`src/rtl/proc_control.sv`:
```
// Control-unit FSM for the shared-bus processor: decodes IR = {III, XXX, YYY}
// into per-cycle register, bus-source and ALU strobes over up to four T-steps.
module proc_control (
  input  logic       Clock,
  input  logic       Reset,
  input  logic       Run,
  input  logic [8:0] IR,
  output logic       IRin,
  output logic [7:0] Rin,
  output logic [7:0] Rout,
  output logic       DINout,
  output logic       Gout,
  output logic       Ain,
  output logic       Gin,
  output logic       AddSub,
  output logic       Done,
  output logic [1:0] Tstep
);

  localparam logic [1:0] T0 = 2'b00;
  localparam logic [1:0] T1 = 2'b01;
  localparam logic [1:0] T2 = 2'b10;
  localparam logic [1:0] T3 = 2'b11;

  localparam logic [2:0] OP_MV  = 3'b000;
  localparam logic [2:0] OP_MVI = 3'b001;
  localparam logic [2:0] OP_ADD = 3'b010;
  localparam logic [2:0] OP_SUB = 3'b011;

  // 3-to-8 one-hot decode; all-zero when the enable is low.
  function automatic logic [7:0] dec3to8(input logic [2:0] n, input logic en);
    logic [7:0] one_hot;
    one_hot = 8'h01 << n;
    return en ? one_hot : 8'h00;
  endfunction

  logic [1:0] tstep_reg;
  logic [1:0] tstep_next;
  logic [2:0] op;
  logic [2:0] rx;
  logic [2:0] ry;

  logic       irin_next;
  logic       rin_en_next;
  logic       rout_en_next;
  logic [2:0] rout_sel_next;
  logic       dinout_next;
  logic       gout_next;
  logic       ain_next;
  logic       gin_next;
  logic       addsub_next;
  logic       done_next;

  assign op = IR[8:6];
  assign rx = IR[5:3];
  assign ry = IR[2:0];

  always_ff @(posedge Clock) begin
    if (Reset) begin
      tstep_reg <= T0;
    end else begin
      tstep_reg <= tstep_next;
    end
  end

  always_comb begin
    tstep_next    = tstep_reg;
    irin_next     = 1'b0;
    rin_en_next   = 1'b0;
    rout_en_next  = 1'b0;
    rout_sel_next = ry;
    dinout_next   = 1'b0;
    gout_next     = 1'b0;
    ain_next      = 1'b0;
    gin_next      = 1'b0;
    addsub_next   = 1'b0;
    done_next     = 1'b0;

    case (tstep_reg)
      T0: begin
        irin_next = Run;
        if (Run) begin
          tstep_next = T1;
        end
      end
      T1: begin
        case (op)
          OP_MV: begin
            rout_en_next  = 1'b1;
            rout_sel_next = ry;
            rin_en_next   = 1'b1;
            done_next     = 1'b1;
            tstep_next    = T0;
          end
          OP_MVI: begin
            dinout_next = 1'b1;
            rin_en_next = 1'b1;
            done_next   = 1'b1;
            tstep_next  = T0;
          end
          OP_ADD, OP_SUB: begin
            rout_en_next  = 1'b1;
            rout_sel_next = rx;
            ain_next      = 1'b1;
            tstep_next    = T2;
          end
          default: begin
            // Undefined opcodes retire as a NOP without touching the bus.
            done_next  = 1'b1;
            tstep_next = T0;
          end
        endcase
      end
      T2: begin
        rout_en_next  = 1'b1;
        rout_sel_next = ry;
        gin_next      = 1'b1;
        addsub_next   = (op == OP_SUB);
        tstep_next    = T3;
      end
      default: begin
        gout_next   = 1'b1;
        rin_en_next = 1'b1;
        done_next   = 1'b1;
        tstep_next  = T0;
      end
    endcase
  end

  // Reset masks every strobe so an aborted instruction can neither write nor retire.
  assign IRin   = irin_next   & ~Reset;
  assign Rin    = dec3to8(rx, rin_en_next & ~Reset);
  assign Rout   = dec3to8(rout_sel_next, rout_en_next & ~Reset);
  assign DINout = dinout_next & ~Reset;
  assign Gout   = gout_next   & ~Reset;
  assign Ain    = ain_next    & ~Reset;
  assign Gin    = gin_next    & ~Reset;
  assign AddSub = addsub_next & ~Reset;
  assign Done   = done_next   & ~Reset;
  assign Tstep  = tstep_reg;

endmodule

```
`config.mk`:
```
export PLATFORM = sky130hd
export DESIGN_NAME = proc_control
export DESIGN_NICKNAME = d
export VERILOG_FILES = /design/src/rtl/proc_control.sv
export SDC_FILE = /design/constraint.sdc
export NUM_CORES = 1
export LEC_CHECK = 0
export ABC_CLOCK_PERIOD_IN_PS = 2100
export CAP_MARGIN = 20
export CELL_PAD_IN_SITES_DETAIL_PLACEMENT = 0
export CELL_PAD_IN_SITES_GLOBAL_PLACEMENT = 1
export CORE_MARGIN = 10
export CORE_UTILIZATION = 18
export DETAILED_ROUTE_END_ITERATION = 6
export HOLD_SLACK_MARGIN = 0.12
export PLACE_DENSITY_LB_ADDON = 0.2
export SLEW_MARGIN = 30
export SYNTH_ARGS = -nofsm -noshare
export SYNTH_HDL_FRONTEND = slang
export SYNTH_SLANG_ARGS = --single-unit
export TNS_END_PERCENT = 20
```
`constraint.sdc`:
```
create_clock -name Clock -period 2.1 [get_ports Clock]
set_input_delay 0.63 -clock Clock [delete_from_list [all_inputs] [get_ports Clock]]
set_output_delay 0.63 -clock Clock [all_outputs]
set_load 0.1 [all_outputs]
```
=== Yosys cells after proc, flatten, opt, wreduce, memory -nomap -nowiden ===
Index checks and enable logic that the tools add are counted.

* Reduce and logical (&&, ||, !) cells: 7
* Multiplexer cells: 21
* Equality and inequality tests: 6
* Bitwise gates (word level): 10
* Shift-type cells: 2

{| class="wikitable"
|+ Operators by type and width
! cell !! number
|-
| 8-bit two-way mux || 2
|-
| 1-bit by 3-bit left shift with 8-bit output, first input constant || 2
|-
| 1-bit two-way mux || 11
|-
| 1-bit bitwise AND || 9
|-
| 3-bit by 2-bit equality test with 1-bit output, second input constant || 2
|-
| 3-bit two-way mux || 2
|-
| 1-bit one-hot mux with 2 select lines || 3
|-
| 2-bit one-hot mux with 3 select lines || 1
|-
| 2-bit OR reduction || 3
|-
| 3-bit OR reduction || 2
|-
| 2-bit two-way mux || 2
|-
| 3-bit by 1-bit equality test with 1-bit output, second input constant || 1
|-
| 3-bit zero test || 1
|-
| 2-bit by 1-bit equality test with 1-bit output, second input constant || 1
|-
| 2-bit equality test, second input constant || 1
|-
| 2-bit zero test || 1
|-
| 2-bit != test, second input constant || 1
|-
| 1-bit NOT || 1
|}

* Output and inout port bits: 25
* Flip-flop bits (word level): 2

=== Longest topological paths before layout ===
Gate-level depths: netlist of the first run.

* Word-level depth: 6
* Depth in mapped cells: 6
* Depth with buffers taken out: 6

=== Worst setup path after synthesis of the first run ===
OpenSTA, ideal clock, no wires.

* Path type: register -> output
* Start: register tstep_reg[1], in the netlist Tstep[1]
* End: output AddSub
* Stages on the path, launching flop included: 4
* Path buffers: 0
* Path slack: -2,880 ps
* Data required time: 1,470 ps
* Arrival: 4,350 ps
* Cells stage by stage: dfxtp_1 > ha_1 > inv_1 > nor4_1

* Longest elaborated chain between the ends: 3

{| class="wikitable"
|+ RTL lines
! element !! RTL line !! RTL
|-
| from (decl) || 37 || <nowiki>logic [1:0] tstep_reg;</nowiki>
|-
| from (signal assigned) || 62 || <nowiki>tstep_reg <= tstep_next;</nowiki>
|-
| 2-bit equality test || 79 || <nowiki>case (tstep_reg)</nowiki>
|-
| 1-bit two-way mux || 79 ||
|-
| 1-bit bitwise AND || 138 || <nowiki>assign AddSub = addsub_next & ~Reset;</nowiki>
|-
| to (decl) || 15 || <nowiki>output logic AddSub,</nowiki>
|}

Every way passes these cells.

=== Final worst setup path of the first run ===
* Start: register tstep_reg[1], in the netlist Tstep[1]
* End: output Rin[1]

* Longest elaborated chain between the ends: 5

{| class="wikitable"
|+ RTL lines
! element !! RTL line !! RTL
|-
| 2-bit equality test / 2-bit zero test (equally long branches) || 79 ||
|-
| 2-bit OR reduction (no source line) || n/a ||
|-
| 1-bit one-hot mux with 2 select lines * || 79 ||
|-
| 1-bit bitwise AND * || 132 || <nowiki>assign Rin = dec3to8(rx, rin_en_next & ~Reset);</nowiki>
|-
| 8-bit two-way mux * || 34 || <nowiki>return en ? one_hot : 8'h00;</nowiki>
|-
| to (decl) || 9 || <nowiki>output logic [7:0] Rin,</nowiki>
|}

Mark *: on every way between the ends. The rest lies on a longest branch, timed or not.

==> impl_metrics.env, run 1 <==
export IMPL_die_area_mm2=0.00480
export IMPL_clk_latency_ps=220
export IMPL_setup_viol=19
export IMPL_layout_min_cycle_time_ps=2550
export IMPL_initial_core_util_pct=19.4
export IMPL_postSynth_asyncResetShare_pct=0
export IMPL_hp_class="reg2reg"
export IMPL_yosysMostFrequentCell="nor2_1"
export IMPL_firstDrtPassIters=3
export IMPL_synth_cell_types=26
export IMPL_synth_top_area_share_pct=14.6
export IMPL_num_rows=17
export IMPL_r2r_start="Tstep[0]"
export IMPL_max_stage_delay_ps=410
export IMPL_crit_fanout=5
export IMPL_worstPathArrival_ps=1920
export IMPL_drive_gt1_share_pct=77.3
export IMPL_p_total_mw=0.511
export IMPL_cts_tree="done"
export IMPL_crit_path_cell_trace="inv_4 -> ha_4 -> or3b_4 -> a21oi_4 -> nand2_4 -> nor3_4 -> buf_12"
export IMPL_crit_path_end_kind="primary output"
export IMPL_clkTransAtPathRegs_ps=30
export IMPL_cts_htree_levels=1
export IMPL_worstRegToRegCells=6
export IMPL_final_area_mm2=0.00157
export IMPL_synthCells=62
export IMPL_io_pins=37
export IMPL_fin_crit_sh_pct=121
export IMPL_power_density_mw_per_mm2=326
export IMPL_synth_nets=78
export IMPL_drc=0
export IMPL_final_cell_count_no_fill=156
export IMPL_die_y_um=69.3
export IMPL_synthTopCellsByArea="nor2_1 (15%), ha_1 (11%), nand2b_1 (10%)"
export IMPL_cts_sinks=2
export IMPL_ir_drop_v=0.000267
export IMPL_synthesis_area_um2=437
export IMPL_fmax_mhz=392
export IMPL_holdPathEnd="Tstep[1]"
export IMPL_cts_buffers=3
export IMPL_fin_util_pct=69.6
export IMPL_grt_use_total_pct=9.31
export IMPL_dr_total_vias=694
export IMPL_tns_ps=-6510
export IMPL_drt_initial_drc_count=18
export IMPL_slew_violations=0
export IMPL_crit_slowest_cell="or3b_4"
export IMPL_wl_um=2160
export IMPL_worstMarginPinSlew_ps=348
export IMPL_grt_overflow=0
export IMPL_ys_flop_type="dfxtp_1"
export IMPL_portBuffers=36
export IMPL_setup_ws_ps=-450
export IMPL_leakagePower_nw=0.648
export IMPL_dieWidth_um=69.3
export IMPL_syn2layout_area_growth_pct=259
export IMPL_clockBufferDepth=2
export IMPL_postSynthAreaPerCell_um2=7.04
export IMPL_synth_area_leader_cell="nor2_1"
export IMPL_grt_max_degree=6
export IMPL_worst_setup_path_start_kind="flop"
export IMPL_hold_ws_ps=720
export IMPL_ys_seq_area_share_pct=9.17
export IMPL_rsz0062_at_grt="yes"
export IMPL_hold_depth=3
export IMPL_grt_pass1_wl_um=3820
export IMPL_reg2reg_to="Tstep[1]"
export IMPL_clock_root_buffer="clkbuf_4"
export IMPL_dp_cells=149
export IMPL_min_from="Tstep[1]"
export IMPL_cp_num_buf_inv=2
export IMPL_yosys_warnings=0
export IMPL_critPathKind="reg2out"
export IMPL_fin_nets=146
export IMPL_violations="setup timing"
export IMPL_antenna_found_initial=0
export IMPL_final_hold_violation_count=0
export IMPL_wire_per_inst_um=13.9
export IMPL_maxCapViolCount=0
export IMPL_synth_seq_cells=2
export IMPL_worstPathRequired_ps=1470
export IMPL_final_setup_skew_ps=1.35
export IMPL_pre_cts_slack_ps=-935
export IMPL_gp_congestion=0.763
export IMPL_synth_edf_count=0
export IMPL_status="finished, violations left"
export IMPL_ff2ff_setup_slack_ps=800
export IMPL_core_area_mm2=0.00225
export IMPL_synthTopCellsByCount="nor2_1 (17), nand2b_1 (7), inv_1 (5)"
export IMPL_crit_family="simple AND/OR/NAND/NOR gates"
export IMPL_max_slew_margin_pct=76.5
export IMPL_diodes=0
export IMPL_cp_depth=7
export IMPL_grt_pass1_vias=821
export IMPL_dpl_hpwl_um=1990
export IMPL_drtAntennaViolNets=0
export IMPL_viasPerCell=4.45
export IMPL_place_area_mm2=0.00146
export IMPL_largest_reg_flops=2
repair_timing:
| action | CTS | global route |
|---|---|---|
| pin swaps | 17 | 7 |
| hold buffers | 0 | 0 |
| endpoints found under the hold margin | 0 | 0 |
| setup buffers | 3 | 1 |
| gates resized for setup | 26 | 8 |
| cloned | 0 | 0 |
| setup endpoints to repair | 23 | 20 |
worst min-delay path, stage by stage, from the launching register on:
cell	delay (ps)
dfxtp_4	360
buf_4	120
buf_4	120
a311oi_1	80
layout make-up:
class                   instances  area (um^2)
repair buffers                 64          807
flip-flops and latches          2         47.5
well taps                      28         35.0
fillers                       180          686
multi-input cells              54          633
inverters                       5         23.8
clock buffers                   3         22.5
routing by layer:
layer | vias to the layer above | share of wire [%] | global-route usage [%]
met4 | 0 | 0.88 | 3.99
met1 | 318 | 35 | 9.00
met3 | 2 | 9.6 | 3.99
li1 | 348 | - | -
met2 | 26 | 54 | 16.7
met5 | - | 0 | 0
worst max path at each step:
stage / startpoint / endpoint / slack, ps
floorplan: Tstep[1] / Rout[3] / -910
global placement: IR[7] / Rin[1] / -890
detailed placement: IR[7] / Rin[1] / -930
CTS: Tstep[1] / Rin[1] / -480
global route: Tstep[1] / Rin[0] / -530
finish: Tstep[1] / Rin[1] / -450
report_power, final:
part	switching, mW	internal [mW]
clock network	0.0198	0.0628
logic	0.216	0.164
registers	0.00621	0.0422
kinds of logic after synthesis:
| group | count (synthesis) | share of synthesized area [%] |
|---|---|---|
| buffers and inverters | 6 | 5.16 |
| adder cells (fa/ha/maj) | 4 | 11.5 |
| AND/OR/NAND/NOR | 41 | 57.0 |
| multiplexers | 3 | 6.88 |
| AO/OA/AOI/OAI | 6 | 10.3 |
| flip-flops | 2 | 9.17 |
placed cells by master, fill, tap and decap left out, types with 4 or more instances in the layout:
master	n
buf_4	26
dlygate4sd2_1	5
buf_12	25
nand2b_1	5
nor3_4	4
nor2_4	13
Note: power is estimated with default switching activity, not from simulation.
==> run 2, diff against run 1 <==
- CAP_MARGIN: 20 -> 10
==> results of run 2 <==
Same layout as run 1: the final DEF is identical, and so are final timing and power.
